`src/rtl/tenv_clkgen_div_if.sv`:
```
// Control and status bundle for tenv_clkgen_div: per-channel programming
// inputs and the generated clock/status outputs, packed per channel.
interface tenv_clkgen_div_if #(
   parameter int CHANNELS = 2,
   parameter int CNT_W    = 16,
   parameter int BURST_W  = 8
);
   logic [CHANNELS-1:0]         init;
   logic [CHANNELS-1:0]         en;
   logic [CHANNELS*CNT_W-1:0]   time_high;
   logic [CHANNELS*CNT_W-1:0]   time_low;
   logic [CHANNELS*BURST_W-1:0] burst_len;
   logic [CHANNELS-1:0]         clocks;
   logic [CHANNELS-1:0]         busy;
   logic [CHANNELS-1:0]         done;
   logic [CHANNELS-1:0]         err;

   modport master (
      output init, en, time_high, time_low, burst_len,
      input  clocks, busy, done, err
   );

   modport slave (
      input  init, en, time_high, time_low, burst_len,
      output clocks, busy, done, err
   );
endinterface

```
`src/rtl/tenv_clkgen_div.sv`:
```
// Multi-channel clock/strobe generator: each channel produces a clock with
// programmable high/low phase lengths, glitch-free stop and optional bursts.
module tenv_clkgen_div #(
   parameter int CHANNELS = 2,
   parameter int CNT_W    = 16,
   parameter int BURST_W  = 8
) (
   input  logic                clk,
   input  logic                rst_n,
   tenv_clkgen_div_if.slave    bus
);

   typedef enum logic [1:0] {
      IDLE = 2'd0,
      RUN  = 2'd1,
      STOP = 2'd2,
      HOLD = 2'd3
   } state_t;

   logic [CHANNELS-1:0] clocks_v;
   logic [CHANNELS-1:0] busy_v;
   logic [CHANNELS-1:0] done_v;
   logic [CHANNELS-1:0] err_v;

   for (genvar i = 0; i < CHANNELS; i++) begin : g_ch
      state_t             state;
      state_t             state_nxt;
      logic [CNT_W-1:0]   cnt;
      logic [CNT_W-1:0]   cnt_nxt;
      logic [BURST_W-1:0] pcnt;
      logic [BURST_W-1:0] pcnt_nxt;
      logic               lvl;
      logic               lvl_nxt;
      logic               outq;
      logic               out_nxt;
      logic               err_q;
      logic               err_nxt;
      logic               done_q;
      logic               done_nxt;
      logic               busy_q;

      logic               en_i;
      logic               init_i;
      logic [CNT_W-1:0]   th;
      logic [CNT_W-1:0]   tl;
      logic [BURST_W-1:0] blen;
      logic [CNT_W-1:0]   tstart;
      logic [CNT_W-1:0]   tnew;
      logic               back;

      assign en_i   = bus.en[i];
      assign init_i = bus.init[i];
      assign th     = bus.time_high[i*CNT_W +: CNT_W];
      assign tl     = bus.time_low[i*CNT_W +: CNT_W];
      assign blen   = bus.burst_len[i*BURST_W +: BURST_W];

      // State and output registers; outputs are all registered copies.
      always_ff @(posedge clk or negedge rst_n) begin
         if (!rst_n) begin
            state  <= IDLE;
            cnt    <= '0;
            pcnt   <= '0;
            lvl    <= 1'b0;
            outq   <= 1'b0;
            err_q  <= 1'b0;
            done_q <= 1'b0;
            busy_q <= 1'b0;
         end else begin
            state  <= state_nxt;
            cnt    <= cnt_nxt;
            pcnt   <= pcnt_nxt;
            lvl    <= lvl_nxt;
            outq   <= out_nxt;
            err_q  <= err_nxt;
            done_q <= done_nxt;
            busy_q <= (state_nxt != IDLE);
         end
      end

      // Next-state logic. In RUN/STOP the output register doubles as the
      // current phase; lvl is the rest level captured when the run began.
      // A channel that flagged err refuses to restart until en drops.
      always_comb begin
         state_nxt = state;
         cnt_nxt   = cnt;
         pcnt_nxt  = pcnt;
         lvl_nxt   = lvl;
         out_nxt   = outq;
         err_nxt   = err_q;
         done_nxt  = 1'b0;
         tstart    = init_i ? th : tl;
         tnew      = outq ? tl : th;
         back      = (outq != lvl);

         case (state)
            IDLE: begin
               out_nxt = init_i;
               if (!en_i) begin
                  err_nxt = 1'b0;
               end else if (!err_q) begin
                  if (tstart == '0) begin
                     err_nxt = 1'b1;
                  end else begin
                     state_nxt = RUN;
                     lvl_nxt   = init_i;
                     cnt_nxt   = tstart - CNT_W'(1);
                     pcnt_nxt  = blen;
                  end
               end
            end

            RUN, STOP: begin
               state_nxt = en_i ? RUN : STOP;
               if (cnt != '0) begin
                  cnt_nxt = cnt - CNT_W'(1);
               end else if (back && (!en_i || pcnt == BURST_W'(1))) begin
                  // Returning to rest level ends a stop or the last burst period.
                  out_nxt  = lvl;
                  cnt_nxt  = '0;
                  done_nxt = (pcnt == BURST_W'(1));
                  if (pcnt != '0) begin
                     pcnt_nxt = pcnt - BURST_W'(1);
                  end
                  state_nxt = en_i ? HOLD : IDLE;
               end else if (tnew == '0) begin
                  err_nxt   = 1'b1;
                  out_nxt   = lvl;
                  cnt_nxt   = '0;
                  state_nxt = IDLE;
               end else begin
                  out_nxt = ~outq;
                  cnt_nxt = tnew - CNT_W'(1);
                  if (back && pcnt != '0) begin
                     pcnt_nxt = pcnt - BURST_W'(1);
                  end
               end
            end

            HOLD: begin
               out_nxt = lvl;
               if (!en_i) begin
                  state_nxt = IDLE;
               end
            end

            default: begin
               state_nxt = IDLE;
            end
         endcase
      end

      assign clocks_v[i] = outq;
      assign busy_v[i]   = busy_q;
      assign done_v[i]   = done_q;
      assign err_v[i]    = err_q;
   end

   assign bus.clocks = clocks_v;
   assign bus.busy   = busy_v;
   assign bus.done   = done_v;
   assign bus.err    = err_v;

endmodule

```
`src/flat_wrapper.sv`:
```
// flat-port wrapper written by rule: the top's interface ports become plain ports
module tenv_clkgen_div_flat 
#(
   parameter int CHANNELS = 2,
   parameter int CNT_W    = 16,
   parameter int BURST_W  = 8
)
  (clk, rst_n, bus_init, bus_en, bus_time_high, bus_time_low, bus_burst_len, bus_clocks, bus_busy, bus_done, bus_err);
  tenv_clkgen_div_if #(.CHANNELS(CHANNELS), .CNT_W(CNT_W), .BURST_W(BURST_W)) bus_i ();
  input  logic clk;
  input  logic rst_n;
  input wire logic [$bits(bus_i.init)-1:0] bus_init;
  input wire logic [$bits(bus_i.en)-1:0] bus_en;
  input wire logic [$bits(bus_i.time_high)-1:0] bus_time_high;
  input wire logic [$bits(bus_i.time_low)-1:0] bus_time_low;
  input wire logic [$bits(bus_i.burst_len)-1:0] bus_burst_len;
  output wire logic [$bits(bus_i.clocks)-1:0] bus_clocks;
  output wire logic [$bits(bus_i.busy)-1:0] bus_busy;
  output wire logic [$bits(bus_i.done)-1:0] bus_done;
  output wire logic [$bits(bus_i.err)-1:0] bus_err;
  assign bus_i.init = bus_init;
  assign bus_i.en = bus_en;
  assign bus_i.time_high = bus_time_high;
  assign bus_i.time_low = bus_time_low;
  assign bus_i.burst_len = bus_burst_len;
  assign bus_clocks = bus_i.clocks;
  assign bus_busy = bus_i.busy;
  assign bus_done = bus_i.done;
  assign bus_err = bus_i.err;
  tenv_clkgen_div #(.CHANNELS(CHANNELS), .CNT_W(CNT_W), .BURST_W(BURST_W)) u_core (.clk(clk), .rst_n(rst_n), .bus(bus_i));
endmodule
```
`config.mk`:
```
export PLATFORM = sky130hd
export DESIGN_NAME = tenv_clkgen_div_flat
export DESIGN_NICKNAME = d
export VERILOG_FILES = /design/src/rtl/tenv_clkgen_div_if.sv /design/src/rtl/tenv_clkgen_div.sv /design/src/flat_wrapper.sv
export SDC_FILE = /design/constraint.sdc
export NUM_CORES = 1
export LEC_CHECK = 0
export BUFFER_PORTS_ARGS = -buffer_cell sky130_fd_sc_hd__buf_4
export CAP_MARGIN = 20
export CORE_MARGIN = 5
export CORE_UTILIZATION = 64
export DETAILED_ROUTE_END_ITERATION = 8
export GPL_TIMING_DRIVEN = 0
export MAX_ROUTING_LAYER = met4
export PLACE_DENSITY = 0.95
export SETUP_SLACK_MARGIN = 0.2
export SYNTH_ARGS = -nofsm -noshare
export SYNTH_HDL_FRONTEND = slang
export SYNTH_SLANG_ARGS = --single-unit
```
`constraint.sdc`:
```
create_clock -name clk -period 6.9 [get_ports clk]
set_clock_uncertainty 0.15 [all_clocks]
set_input_delay 1.38 -clock clk [delete_from_list [all_inputs] [get_ports clk]]
set_output_delay 1.38 -clock clk [all_outputs]
set_load 0.005 [all_outputs]
```
# ---- Word level (Yosys, flattened, before mapping)
# Index checks and enable logic that the tools add are counted.
dict set report word_totals {
  reg_bits 62
  in_bits 86
  word_cells 174
}
dict set report classes {
  addsub 8
  reduce_logical 32
  n_mux 84
  bitwise 6
  eq_ne 28
}
# op n
set op_table {}
lappend op_table {{two-way mux 16 bit} 16}
lappend op_table {{two-way mux 8 bit} 16}
lappend op_table {{subtractor 16 x 1 -> 16 bit (second input constant)} 6}
lappend op_table {{logical NOT 16 bit} 4}
lappend op_table {{case mux 16 bit (2 select lines)} 2}
lappend op_table {{two-way mux 2 bit} 18}
lappend op_table {{case mux 8 bit (2 select lines)} 2}
lappend op_table {{nonzero test 16 bit} 2}
lappend op_table {{two-way mux 1 bit} 24}
lappend op_table {{AND reduction 4 bit} 6}
lappend op_table {{!= test 2 bit (second input constant)} 10}
lappend op_table {{equality test 8 x 1 -> 1 bit (second input constant)} 2}
lappend op_table {{AND reduction 8 bit} 2}
lappend op_table {{nonzero test 8 bit} 2}
lappend op_table {{subtractor 8 x 1 -> 8 bit (second input constant)} 2}
lappend op_table {{case mux 2 bit (3 select lines)} 2}
lappend op_table {{equality test 2 bit (second input constant)} 4}
lappend op_table {{nonzero test 2 bit} 4}
lappend op_table {{!= test 3 x 1 -> 1 bit (second input constant)} 2}
lappend op_table {{!= test 3 x 2 -> 1 bit (second input constant)} 2}
lappend op_table {{!= test 3 bit (second input constant)} 2}
lappend op_table {{NOT 1 bit} 6}
lappend op_table {{case mux 1 bit (3 select lines)} 2}
lappend op_table {{equality test 2 x 1 -> 1 bit (second input constant)} 2}
lappend op_table {{other kinds (8)} 18}

# ---- Depth between registers and ports, before layout
# Gate-level depths: netlist (run 1).
dict set report depth {
  ltp_word 7
  depth_mapped 13
  mapped_depth_nobuf 9
}

# ---- Worst setup path before layout (run 1)
# No wires, ideal clock.
dict set report synth_path {
  path_kind {input -> register}
  start {in bus_init[1]}
  end {reg u_core.g_ch[1].pcnt[3]}
  stages 13
  slack_ps 2285
  setup_time_ps 131
  arrival_time_ps 4335
  path_cell_list {buf_2 -> buf_2 -> buf_1 -> clkbuf_1 -> mux2i_1 -> ha_1 -> o211a_1 -> clkbuf_1 -> a31oi_1 -> nand2_1 -> mux2_1 -> o22ai_1 -> a211oi_2}
}
dict set report synth_between {
  elab_chain_len 4
}
# element line
set synth_rtl {}
lappend synth_rtl {{start: declaration} flat_wrapper.sv:12} ;# input wire logic [$bits(bus_i.init)-1:0] bus_init;
lappend synth_rtl {{two-way mux 16 bit} tenv_clkgen_div.sv:91} ;# tstart = init_i ? th : tl;
lappend synth_rtl {{logical NOT 16 bit} tenv_clkgen_div.sv:101} ;# if (tstart == '0) begin
lappend synth_rtl {{!= test 2 bit (no source line)} --}
lappend synth_rtl {{AND reduction 8 bit (no source line)} --}
lappend synth_rtl {{end signal: assignment} tenv_clkgen_div.sv:71} ;# pcnt <= pcnt_nxt;
lappend synth_rtl {{end: declaration} tenv_clkgen_div.sv:30} ;# logic [BURST_W-1:0] pcnt;
# No other way between the ends.
# A chain may end at the register's enable or synchronous reset.

# ---- Worst setup path after layout (run 1)
dict set report layout_path {
  start {in bus_init[1]}
  end {reg u_core.g_ch[1].pcnt[4]}
}
# Same word-level chain as after synthesis.

==> metrics, run 1 <==
Synth area leaders dfrtp_1 23%, mux2i_1 8.5%, xor2_1 5.6%, a21oi_1 4.7%, xnor2_1 4.6%; DR WL/cell approximately 20 µm; DIE AREA around 0.013 mm²; CTS Buf Count 9; adder-cell share of the synthesized area about 3.3%; met1 wire length 8640 µm; Worst Path Buf+Inv 6; first-pass GRT wire length 36300 µm; Skew-Pair Late Insertion Delay between 300 and 400 ps; asr flop ratio synth 100%; PD cells 370 mW/mm²; DR DRC count 0; met3 wire len 2090 µm; GRT Total Usage between 30% and 40%; grt ovf 0; Initial Utilization about 66%; Max-slew headroom 28.0%; IO buf count 85; hold_buf cts 0; main combinational cell family by area after synthesis simple AND/OR/NAND/NOR gates; CP max FO 10; Post-synth EDFFs 0; multiplexer share of the synthesized area between 9 and 10%; Avg Cell Area, Syn between 7 and 8 µm²; Slew Limit Fails 0; nets approximately 1.1k; Top FF cell, synth dfrtp_1; area leader, netlist dfrtp_1; deepest clock path buffer count 2; routed via count around 8k; XOR/XNOR Fraction of Synth Area 10.2%; 1st-iter DRT viols 1272; number of global-route vias before repair around 7.5k; crit path launch type input port; Fmax around 190 MHz; Post-Syn Area about 0.007 mm²; Setup TNS 0 ps; IO Pins 94; top cell type's share of synthesized area 22.6%; critical path arrival between 5000 and 6000 ps; largest net degree at the start of global routing 63; Cells after Synth slightly below 900; Final ANT Viol Nets 0; Synth Register Bits 62; Filler Cell Count 770; Resize count post-CTS 0; layout cells sized above 1 between 10 and 15%; DRT Pass-1 Iters 6; Synth cell types just over 80; Die W 113 µm; Finished Cell Area ~0.0079 mm²; Worst Path Required ~7000 ps; cell family with most CP delay buffers and inverters; CTS tree done; Reg clk slew, reported paths 70 ps; CP cell instances buf_4 -> buf_2 -> buf_2 -> buf_1 -> clkbuf_1 -> mux2i_1 -> ha_1 -> o211a_1 -> clkbuf_1 -> a31oi_1 -> nand2_1 -> mux2_1 -> o22ai_1 -> a211oi_2; status finished clean; Max VDD drop around 0.31 mV; Root Driver clkbuf_8; RSZ-0062 raised after global routing no; Synth Area in Compound Gates roughly 23%; Die H 113 µm; post-DR vias/cell slightly below 7; met2 wire length approximately 11000 µm; Post-DP Area ~0.0077 mm²; final wirelength 22300 µm; final period utilization around four fifths; minimum clock period after layout around 5400 ps; delay of the slowest critical-path stage 630 ps; Diodes inserted 0; highest routed metal layer met4; Ys Warns 0; sequential fraction of the synthesis area about 23%; Final setup viols 0; Final HPWL DP around 17000 µm; Core Area 0.0104 mm²; post-CTS setup buffer count 0; max-capacitance violation count 0; kind of critical path in2reg; H-tree levels 3; Hold Path Class reg2reg; clock sink count 62; Slowest-stage cell, CP clkbuf_1; initial antenna violation count 0; Hold Vio Cnt, Final 0; Worst setup EP type register; area grow syn2layout 15.1%; area share of and/or/nand/nor cells after synthesis 26.0%; GP Congestion approximately 1.0; Leak Pwr approximately 0.0032 µW; syn nets approximately 990; worst slew pin tran ~1100 ps; cell row count 37
## cell usage in the layout, fill, tap and decap left out, types with 6 or more instances in the layout
cell      instances
or4_1             6
nand2b_1         10
o221ai_1          7
nand2_1          63
o22ai_1          17
dfrtp_1          62
o21ai_0          59
clkbuf_1         30
ha_1             18
nand4_1          11
or3_1            17
nor3_1           49
nor4b_1           6
xnor2_1          36
xor2_1           44
a31oi_1          10
nor3b_1          15
o211ai_1          7
mux2i_1          58
buf_4            94
clkbuf_8         10
nand3_1          21
o31ai_1           6
buf_2            15
a32oi_1           7
nor4_1           21
a21oi_1          65
nor2_1           79
inv_1            26
## area by class of cell
| class | count | area (µm²) | area share (%) |
|---|---|---|---|
| multi-input combinational | 740 | 4930 | 62.5 |
| buffer | 58 | 270 | 3.43 |
| clock buffer | 10 | 138 | 1.74 |
| sequential | 62 | 1550 | 19.7 |
| clock inverter | 6 | 85.1 | 1.08 |
| tap | 136 | 170 | 2.16 |
| timing repair buffer | 86 | 643 | 8.15 |
| inverter | 27 | 101 | 1.28 |
## cells in the mapped netlist, types with 5 or more instances
master	count
a211oi_1	5
a21oi_1	65
a31oi_1	10
a32oi_1	7
buf_2	14
buf_4	9
clkbuf_1	30
dfrtp_1	62
ha_1	18
inv_1	26
mux2i_1	58
nand2_1	63
nand2b_1	10
nand3_1	21
nand4_1	11
nor2_1	79
nor3_1	49
nor3b_1	15
nor4_1	21
nor4b_1	6
o211ai_1	7
o21a_1	5
o21ai_0	59
o221ai_1	7
o22ai_1	17
o31ai_1	6
or3_1	17
or4_1	6
xnor2_1	36
xor2_1	44
## per-stage QoR
step | worst slack, ps | std cells | utilization [%] | hold WS (ps) | power [µW]
4_1_cts | 1620 | 1125 | 76.1 | 341 | 2850
6_report | 1500 | 1125 | 76.1 | 355 | 2920
3_3_place_gp | 1340 | 1108 | 73.9 | 316 | 2380
2_1_floorplan | 2280 | 887 | - | 300 | 1950
5_1_grt | 1310 | 1125 | 76.1 | 387 | 3120
3_5_place_dp | 1270 | 1109 | 73.9 | 325 | 2450
## flip-flops by register name, summed over array words and instances (netlist names)
signal,count
u_core.g_ch.outq,2
u_core.g_ch.done_q,2
u_core.g_ch.busy_q,2
u_core.g_ch.cnt,32
u_core.g_ch.pcnt,16
u_core.g_ch.err_q,2
u_core.g_ch.state,4
u_core.g_ch.lvl,2
## tightest hold or removal path, delay by kind of cell (launching register included)
| kind | cells | cell delay (ps) |
|---|---|---|
| AND/OR/NAND/NOR | 1 | 50 |
| AO/OA/AOI/OAI | 1 | 70 |
| flip-flops | 1 | 350 |
## logic make-up after synthesis
family	count (synthesis)
AND/OR/NAND/NOR	337
AO/OA/AOI/OAI	240
buffers and inverters	85
XOR/XNOR	80
multiplexers	65
flip-flops	62
adder cells (fa/ha/maj)	18
## worst paths after layout
kind                       slack [ps]                endpoint                    from  cells after the start
min                               360  u_core.g_ch[1].cnt[12]  u_core.g_ch[1].cnt[12]                      2
max reg2reg                      2270   u_core.g_ch[0].cnt[0]     u_core.g_ch[0].outq                     13
min reg2reg                       360  u_core.g_ch[1].cnt[12]  u_core.g_ch[1].cnt[12]                      2
min in group asynchronous         950  u_core.g_ch[0].cnt[13]                   rst_n                      1
max                              1500  u_core.g_ch[1].pcnt[4]             bus_init[1]                     14
max in group asynchronous        5090     u_core.g_ch[1].outq                   rst_n                      1
## metal layers
layer / vias to the layer above / global-route usage (%)
li1: 3495 / -
met1: 3655 / 43.7
met2: 552 / 55.1
met3: 120 / 5.31
met4: 0 / 18.4
met5: - / -
## power by group
group	total, µW	switching [µW]	internal, µW
clock network	378	166	212
logic	1820	1130	689
registers	724	185	539
Power figures use the tool's default switching activity.
==> run 2: changes to the inputs <==
--- a/config.mk
+++ b/config.mk
@@ -8,11 +8,11 @@
 export BUFFER_PORTS_ARGS = -buffer_cell sky130_fd_sc_hd__buf_4
 export CAP_MARGIN = 20
 export CORE_MARGIN = 5
-export CORE_UTILIZATION = 64
+export CORE_UTILIZATION = 54
 export DETAILED_ROUTE_END_ITERATION = 8
 export GPL_TIMING_DRIVEN = 0
 export MAX_ROUTING_LAYER = met4
-export PLACE_DENSITY = 0.95
+export PLACE_DENSITY = 0.89
 export SETUP_SLACK_MARGIN = 0.2
 export SYNTH_ARGS = -nofsm -noshare
 export SYNTH_HDL_FRONTEND = slang
==> constraint.sdc (replaced) <==
create_clock -name clk -period 4.76 [get_ports clk]
set_clock_uncertainty 0.15 [all_clocks]
set_input_delay 0.952 -clock clk [delete_from_list [all_inputs] [get_ports clk]]
set_output_delay 0.952 -clock clk [all_outputs]
set_load 0.005 [all_outputs]
==> run 2 against run 1 <==
Die area is 17% higher; via count is 4.8% lower; sequential power is 44% higher; first-iteration DRC count is 42% lower; critical endpoint is now u_core.g_ch[0].cnt[13]; largest cell class unchanged; highest routed layer unchanged.
==> metrics, run 2 (synthesis results as in run 1) <==
critical path arrival 4490 ps (was 5480 ps); Fmax about 230 MHz; largest registers u_core.g_ch.cnt x32, u_core.g_ch.pcnt x16, u_core.g_ch.state x4 (unchanged); Top reg by flops u_core.g_ch.cnt (unchanged); sequential share of power 23.9% (was 24.8%); CTS tree done (unchanged); clock power share 16.7% (was 13.0%); 1st-iter DRT viols 733 (was 1272); most frequent cells in the layout 94 x buf_4, 79 x nor2_1, 65 x a21oi_1, 63 x nand2_1, 62 x dfrtp_1 (unchanged); max reg flops 32 (unchanged); Hold Path Class reg2reg (unchanged); Slew Limit Fails 0 (unchanged); largest net degree at the start of global routing 63 (unchanged); total power 4340 µW (was 2920 µW); Worst setup startpoint bus_init[0] (was bus_init[1]); Die W 123 µm (was 113 µm); post-DR vias/cell 6.44 (was 6.95); Final ANT Viol Nets 0 (unchanged); hold_buf cts 0 (unchanged); Hold Crit Start u_core.g_ch[1].cnt[12] (unchanged); H-tree levels 3 (unchanged); CTS Buf Count 9 (unchanged); Worst setup EP type register (unchanged); cell family with most CP delay buffers and inverters (unchanged); minimum clock period after layout approximately 4400 ps; RSZ-0062 raised after global routing no (unchanged); switching pwr 2080 µW (was 1480 µW); IO buf count 85 (unchanged); Max-slew headroom 29.7% (was 28.0%); status finished clean (unchanged); Skew-Pair Late Insertion Delay 340 ps (was 360 ps); kind of critical path in2reg (unchanged); Diodes inserted 0 (unchanged); Final HPWL DP 16100 µm (was 16500 µm); routed via count 7447 (was 7822); cell row count 41 (was 37); area grow syn2layout 17.2% (was 15.1%); delay of the slowest critical-path stage 590 ps (was 630 ps); post-CTS setup buffer count 0 (unchanged); worst slew pin tran 1040 ps (was 1070 ps); Final setup viols 0 (unchanged); number of global-route vias before repair 7120 (was 7549); final period utilization between 90% and 100%; Slowest-stage cell, CP nor4_2 (was clkbuf_1); CP cell instances buf_4 -> clkbuf_1 -> buf_1 -> mux2i_1 -> ha_1 -> o21ai_1 -> nor4_2 -> o21a_1 -> clkbuf_1 -> buf_2 -> o221ai_1 (was buf_4 -> buf_2 -> buf_2 -> buf_1 -> clkbuf_1 -> mux2i_1 -> ha_1 -> o211a_1 -> clkbuf_1 -> a31oi_1 -> nand2_1 -> mux2_1 -> o22ai_1 -> a211oi_2); Leak Pwr 0.00323 µW (was 0.00318 µW); DR WL/cell 18.2 µm (was 19.9 µm); DRT Pass-1 Iters 8 (was 6); r2r startpoint u_core.g_ch[1].outq (was u_core.g_ch[0].outq); Reg clk slew, reported paths 50 ps (was 70 ps); nets 1085 (was 1088); Max VDD drop 0.318 mV (was 0.313 mV); first-pass GRT wire length 33700 µm (was 36300 µm); initial antenna violation count 0 (unchanged); Root Driver clkbuf_16 (was clkbuf_8); clock sink count 62 (unchanged); max-capacitance violation count 0 (unchanged); Sw Share 47.9% (was 50.7%); layout cells sized above 1 15.0% (about the same); Hold Vio Cnt, Final 0 (unchanged); commonest non-fill, non-tap cell in the layout buf_4 (unchanged); final wirelength 21100 µm (was 22300 µm); CP max FO 10 (unchanged); crit path launch type input port (unchanged); Worst Path Buf+Inv 5 (was 6); GRT Total Usage 28.6% (was 35.1%); DIE AREA 0.0150 mm² (was 0.0129 mm²); Setup TNS 0 ps (unchanged); Post-DP Area 0.00770 mm² (was 0.00766 mm²); PD cells 541 mW/mm² (was 370 mW/mm²); IO Pins 94 (unchanged); critical path's most frequent cell clkbuf_1; Die H 123 µm (was 113 µm); combinational power share 59.3% (was 62.3%); placed insts 1144 (was 1109); Initial Utilization 54.7% (was 66.1%); DR DRC count 0 (unchanged); Worst Path Required 4800 ps (was 6980 ps); Core Area 0.0125 mm² (was 0.0104 mm²); Finished Layout Cells 1157 (was 1125); deepest clock path buffer count 2 (unchanged); Finished Cell Area 0.00803 mm² (was 0.00789 mm²); grt ovf 0 (unchanged); GP Congestion 0.967 (was 1.01); Internal 2260 µW (was 1440 µW)
run 2: layer usage:
| metal | routed length [µm] | GRT usage (%) |
|---|---|---|
| met1 | 8760 | 34.5 |
| met2 | 10200 | 47.3 |
| met3 | 1410 | 4.93 |
| met4 | 713 | 12.1 |
| met5 | 0 | - |
run 2: stage by stage:
step	hold slack [ps]	util (%)	setup WS [ps]
after floorplan	300	-	573
after global placement	318	61.6	-244
after global routing	382	64.2	236
after CTS	348	64.2	221
final	344	64.2	317
after detailed placement	337	61.6	-339
run 2: final cells by class:
class | instances | area [µm²]
Clock buffer | 12 | 256
Buffer | 56 | 265
Clock inverter | 3 | 67.6
Inverter | 27 | 101
Sequential cell | 62 | 1550
Fill cell | 1126 | 4490
Timing Repair Buffer | 85 | 638
Tap cell | 172 | 215
Multi-Input combinational cell | 740 | 4930
run 2: final timing paths:
check                                     endpoint  slack, ps  cells after the start
max in group asynchronous  u_core.g_ch[0].state[0]       3350                      1
min in group asynchronous    u_core.g_ch[0].cnt[5]        530                      1
hold / removal              u_core.g_ch[1].cnt[12]        340                      2
setup / recovery            u_core.g_ch[0].cnt[13]        320                     11
hold reg to reg             u_core.g_ch[1].cnt[12]        340                      2
setup reg to reg            u_core.g_ch[1].cnt[12]        600                     12
run 2: tightest hold or removal path, stage by stage (launching register included):
cell and delay [ps]:
dfrtp_1 350, nand2_1 50, o21ai_0 60
run 2: power groups by stage:
stage               clock, µW  combinational, µW  sequential (µW)
floorplan                   0               1860              967
global placement            0               2440             1020
detailed placement          0               2510             1030
CTS                       728               2530             1030
global route              753               2820             1070
finish                    726               2580             1040
run 2: timing repair:
| action | 4_1_cts | 5_1_grt |
|---|---|---|
| gates resized for setup | 2 | 2 |
| setup endpoints to repair | 21 | 34 |
| hold endpoints to repair | 0 | 0 |
| pin swaps | 0 | 0 |
==> run 3: changes to the inputs <==
--- a/config.mk
+++ b/config.mk
@@ -12,7 +12,7 @@
 export DETAILED_ROUTE_END_ITERATION = 8
 export GPL_TIMING_DRIVEN = 0
 export MAX_ROUTING_LAYER = met4
-export PLACE_DENSITY = 0.89
+export PLACE_DENSITY_LB_ADDON = 0.3
 export SETUP_SLACK_MARGIN = 0.2
 export SYNTH_ARGS = -nofsm -noshare
 export SYNTH_HDL_FRONTEND = slang
==> run 3 against run 2 <==
Count of clock-buffer cells in the layout is 1 higher; wire length is 2.3% higher; first-iteration DRC count is 0.82% lower; largest cell class unchanged; worst hold slack better by 10 ps; die area stayed put; critical path type unchanged; utilization is 0.31 points higher.
==> metrics, run 3 (synthesis results as in run 1) <==
kind of critical path in2reg (unchanged); final wirelength 21600 µm (was 21100 µm); largest net degree at the start of global routing 63 (unchanged); GRT Total Usage 29.4% (was 28.6%); critical path's most frequent cell buf_2 (was clkbuf_1); Setup TNS 0 ps (unchanged); grt ovf 0 (unchanged); Worst setup EP type register (unchanged); status finished clean (unchanged); max-capacitance violation count 0 (unchanged); DR DRC count 0 (unchanged); 1st-iter DRT viols 727 (was 733); CTS tree done (unchanged); switching pwr 2070 µW (was 2080 µW); CP max FO 10 (unchanged); post-CTS setup buffer count 0 (unchanged); Skew-Pair Late Insertion Delay 330 ps (was 340 ps); Diodes inserted 0 (unchanged); nets 1087 (was 1085); Hold Path Class reg2reg (unchanged); commonest non-fill, non-tap cell in the layout buf_4 (unchanged); Worst Path Required 4810 ps (was 4800 ps); Slowest-stage cell, CP clkbuf_2 (was nor4_2); Die W 123 µm (unchanged); Finished Layout Cells 1160 (was 1157); cell row count 41 (unchanged); sequential share of power 23.6% (was 23.9%); DIE AREA 0.0150 mm² (unchanged); Slew Limit Fails 0 (unchanged); DRT Pass-1 Iters 6 (was 8); clock sink count 62 (unchanged); IO Pins 94 (unchanged); total power 4390 µW (was 4340 µW); max reg flops 32 (unchanged); Filler Cell Count 1116 (was 1126); Sw Share 47.1% (was 47.9%); delay of the slowest critical-path stage 390 ps (was 590 ps); first-pass GRT wire length 34500 µm (was 33700 µm); number of global-route vias before repair 7146 (was 7120); worst slew pin tran 1030 ps (was 1040 ps); Core Area 0.0125 mm² (unchanged); Final HPWL DP 16400 µm (was 16100 µm); final period utilization 91.1% (was 93.3%); placed insts 1145 (was 1144); routed via count 7460 (was 7447); Hold Vio Cnt, Final 0 (unchanged); Final setup viols 0 (unchanged); Fmax 231 MHz (was 225 MHz); IO buf count 85 (unchanged); Max VDD drop 0.347 mV (was 0.318 mV); Final ANT Viol Nets 0 (unchanged); GP Congestion 0.978 (was 0.967); Reg clk slew, reported paths 50 ps (about the same); H-tree levels 3 (unchanged); Top reg by flops u_core.g_ch.cnt (unchanged); crit path launch type input port (unchanged); area grow syn2layout 17.8% (was 17.2%); most frequent cells in the layout 94 x buf_4, 79 x nor2_1, 65 x a21oi_1, 63 x nand2_1, 62 x dfrtp_1 (unchanged); Worst setup startpoint bus_init[1] (was bus_init[0]); Die H 123 µm (unchanged); CTS Buf Count 9 (unchanged); layout cells sized above 1 15.4% (was 15.0%); clock power share 17.7% (was 16.7%); Max-slew headroom 31.0% (was 29.7%); initial antenna violation count 0 (unchanged); CP cell instances buf_4 -> buf_2 -> buf_2 -> buf_2 -> clkbuf_2 -> mux2i_1 -> ha_1 -> o211a_1 -> clkbuf_2 -> a31oi_1 -> nand2_1 -> mux2_1 -> o22ai_1 -> a211oi_2 (was buf_4 -> clkbuf_1 -> buf_1 -> mux2i_1 -> ha_1 -> o21ai_1 -> nor4_2 -> o21a_1 -> clkbuf_1 -> buf_2 -> o221ai_1); Initial Utilization 54.7% (unchanged); critical path arrival 4390 ps (was 4490 ps); DR WL/cell 18.6 µm (was 18.2 µm); Hold Crit Start u_core.g_ch[1].pcnt[1] (was u_core.g_ch[1].cnt[12]); post-DR vias/cell 6.43 (was 6.44); Root Driver clkbuf_16 (unchanged); Internal 2320 µW (was 2260 µW); RSZ-0062 raised after global routing no (unchanged); deepest clock path buffer count 2 (unchanged); PD cells 544 mW/mm² (was 541 mW/mm²); minimum clock period after layout 4330 ps (was 4440 ps); Leak Pwr 0.00326 µW (was 0.00323 µW); largest registers u_core.g_ch.cnt x32, u_core.g_ch.pcnt x16, u_core.g_ch.state x4 (unchanged); combinational power share 58.7% (was 59.3%); r2r startpoint u_core.g_ch[0].outq (was u_core.g_ch[1].outq)
-- run 3: area by class of cell --
class / count / area (µm²) / share of cell area [%]
Clock buffer: 13 / 260 / 3.23
Timing Repair Buffer: 86 / 643 / 7.97
Inverter: 27 / 101 / 1.26
Sequential cell: 62 / 1550 / 19.2
Multi-Input combinational cell: 740 / 4930 / 61.2
Clock inverter: 3 / 90.1 / 1.12
Tap cell: 172 / 215 / 2.67
Buffer: 57 / 273 / 3.38
-- run 3: path summary, 6_finish.rpt --
path	endpoint	slack (ps)	cells past startpoint
setup / recovery	u_core.g_ch[1].pcnt[4]	430	14
hold / removal	u_core.g_ch[1].pcnt[1]	350	2
setup reg to reg	u_core.g_ch[0].cnt[0]	500	12
hold reg to reg	u_core.g_ch[1].pcnt[1]	350	2
max in group asynchronous	u_core.g_ch[1].cnt[0]	3370	1
min in group asynchronous	u_core.g_ch[0].cnt[8]	550	1
-- run 3: routing by layer --
metal  GRT usage, %  part of all wire (%)
met5              -                     0
met4           14.4                   4.4
met3           4.98                   7.7
met2           47.9                    48
met1           35.3                    40
-- run 3: critical path, delay by kind of cell --
family          cells  cell delay (ps)
mux                 2              640
simple gates        1              330
buf+inv             6             1510
compound gates      4              670
fa+ha+maj           1              270
-- run 3: per-stage QoR --
step / instance area, µm² / setup slack, ps / utilization (%) / hold slack [ps]
floorplan: 6850 / 573 / - / 300
global placement: 7700 / -457 / 61.6 / 320
detailed placement: 7710 / -523 / 61.6 / 338
CTS: 8070 / 299 / 64.4 / 349
global route: 8070 / 213 / 64.5 / 384
finish: 8070 / 426 / 64.5 / 354
-- run 3: what timing repair did --
action | 4_1_cts | 5_1_grt
hold buffers | 0 | 0
endpoints found under the setup margin | 32 | 29
resized for setup | 3 | 5
pin swaps | 0 | 0
-- run 3: power groups by stage --
stage | clock network [µW] | logic [µW] | registers, µW
floorplan | 0 | 1860 | 967
global placement | 0 | 2480 | 1030
detailed placement | 0 | 2520 | 1030
CTS | 781 | 2530 | 1030
global route | 805 | 2850 | 1070
finish | 775 | 2580 | 1040
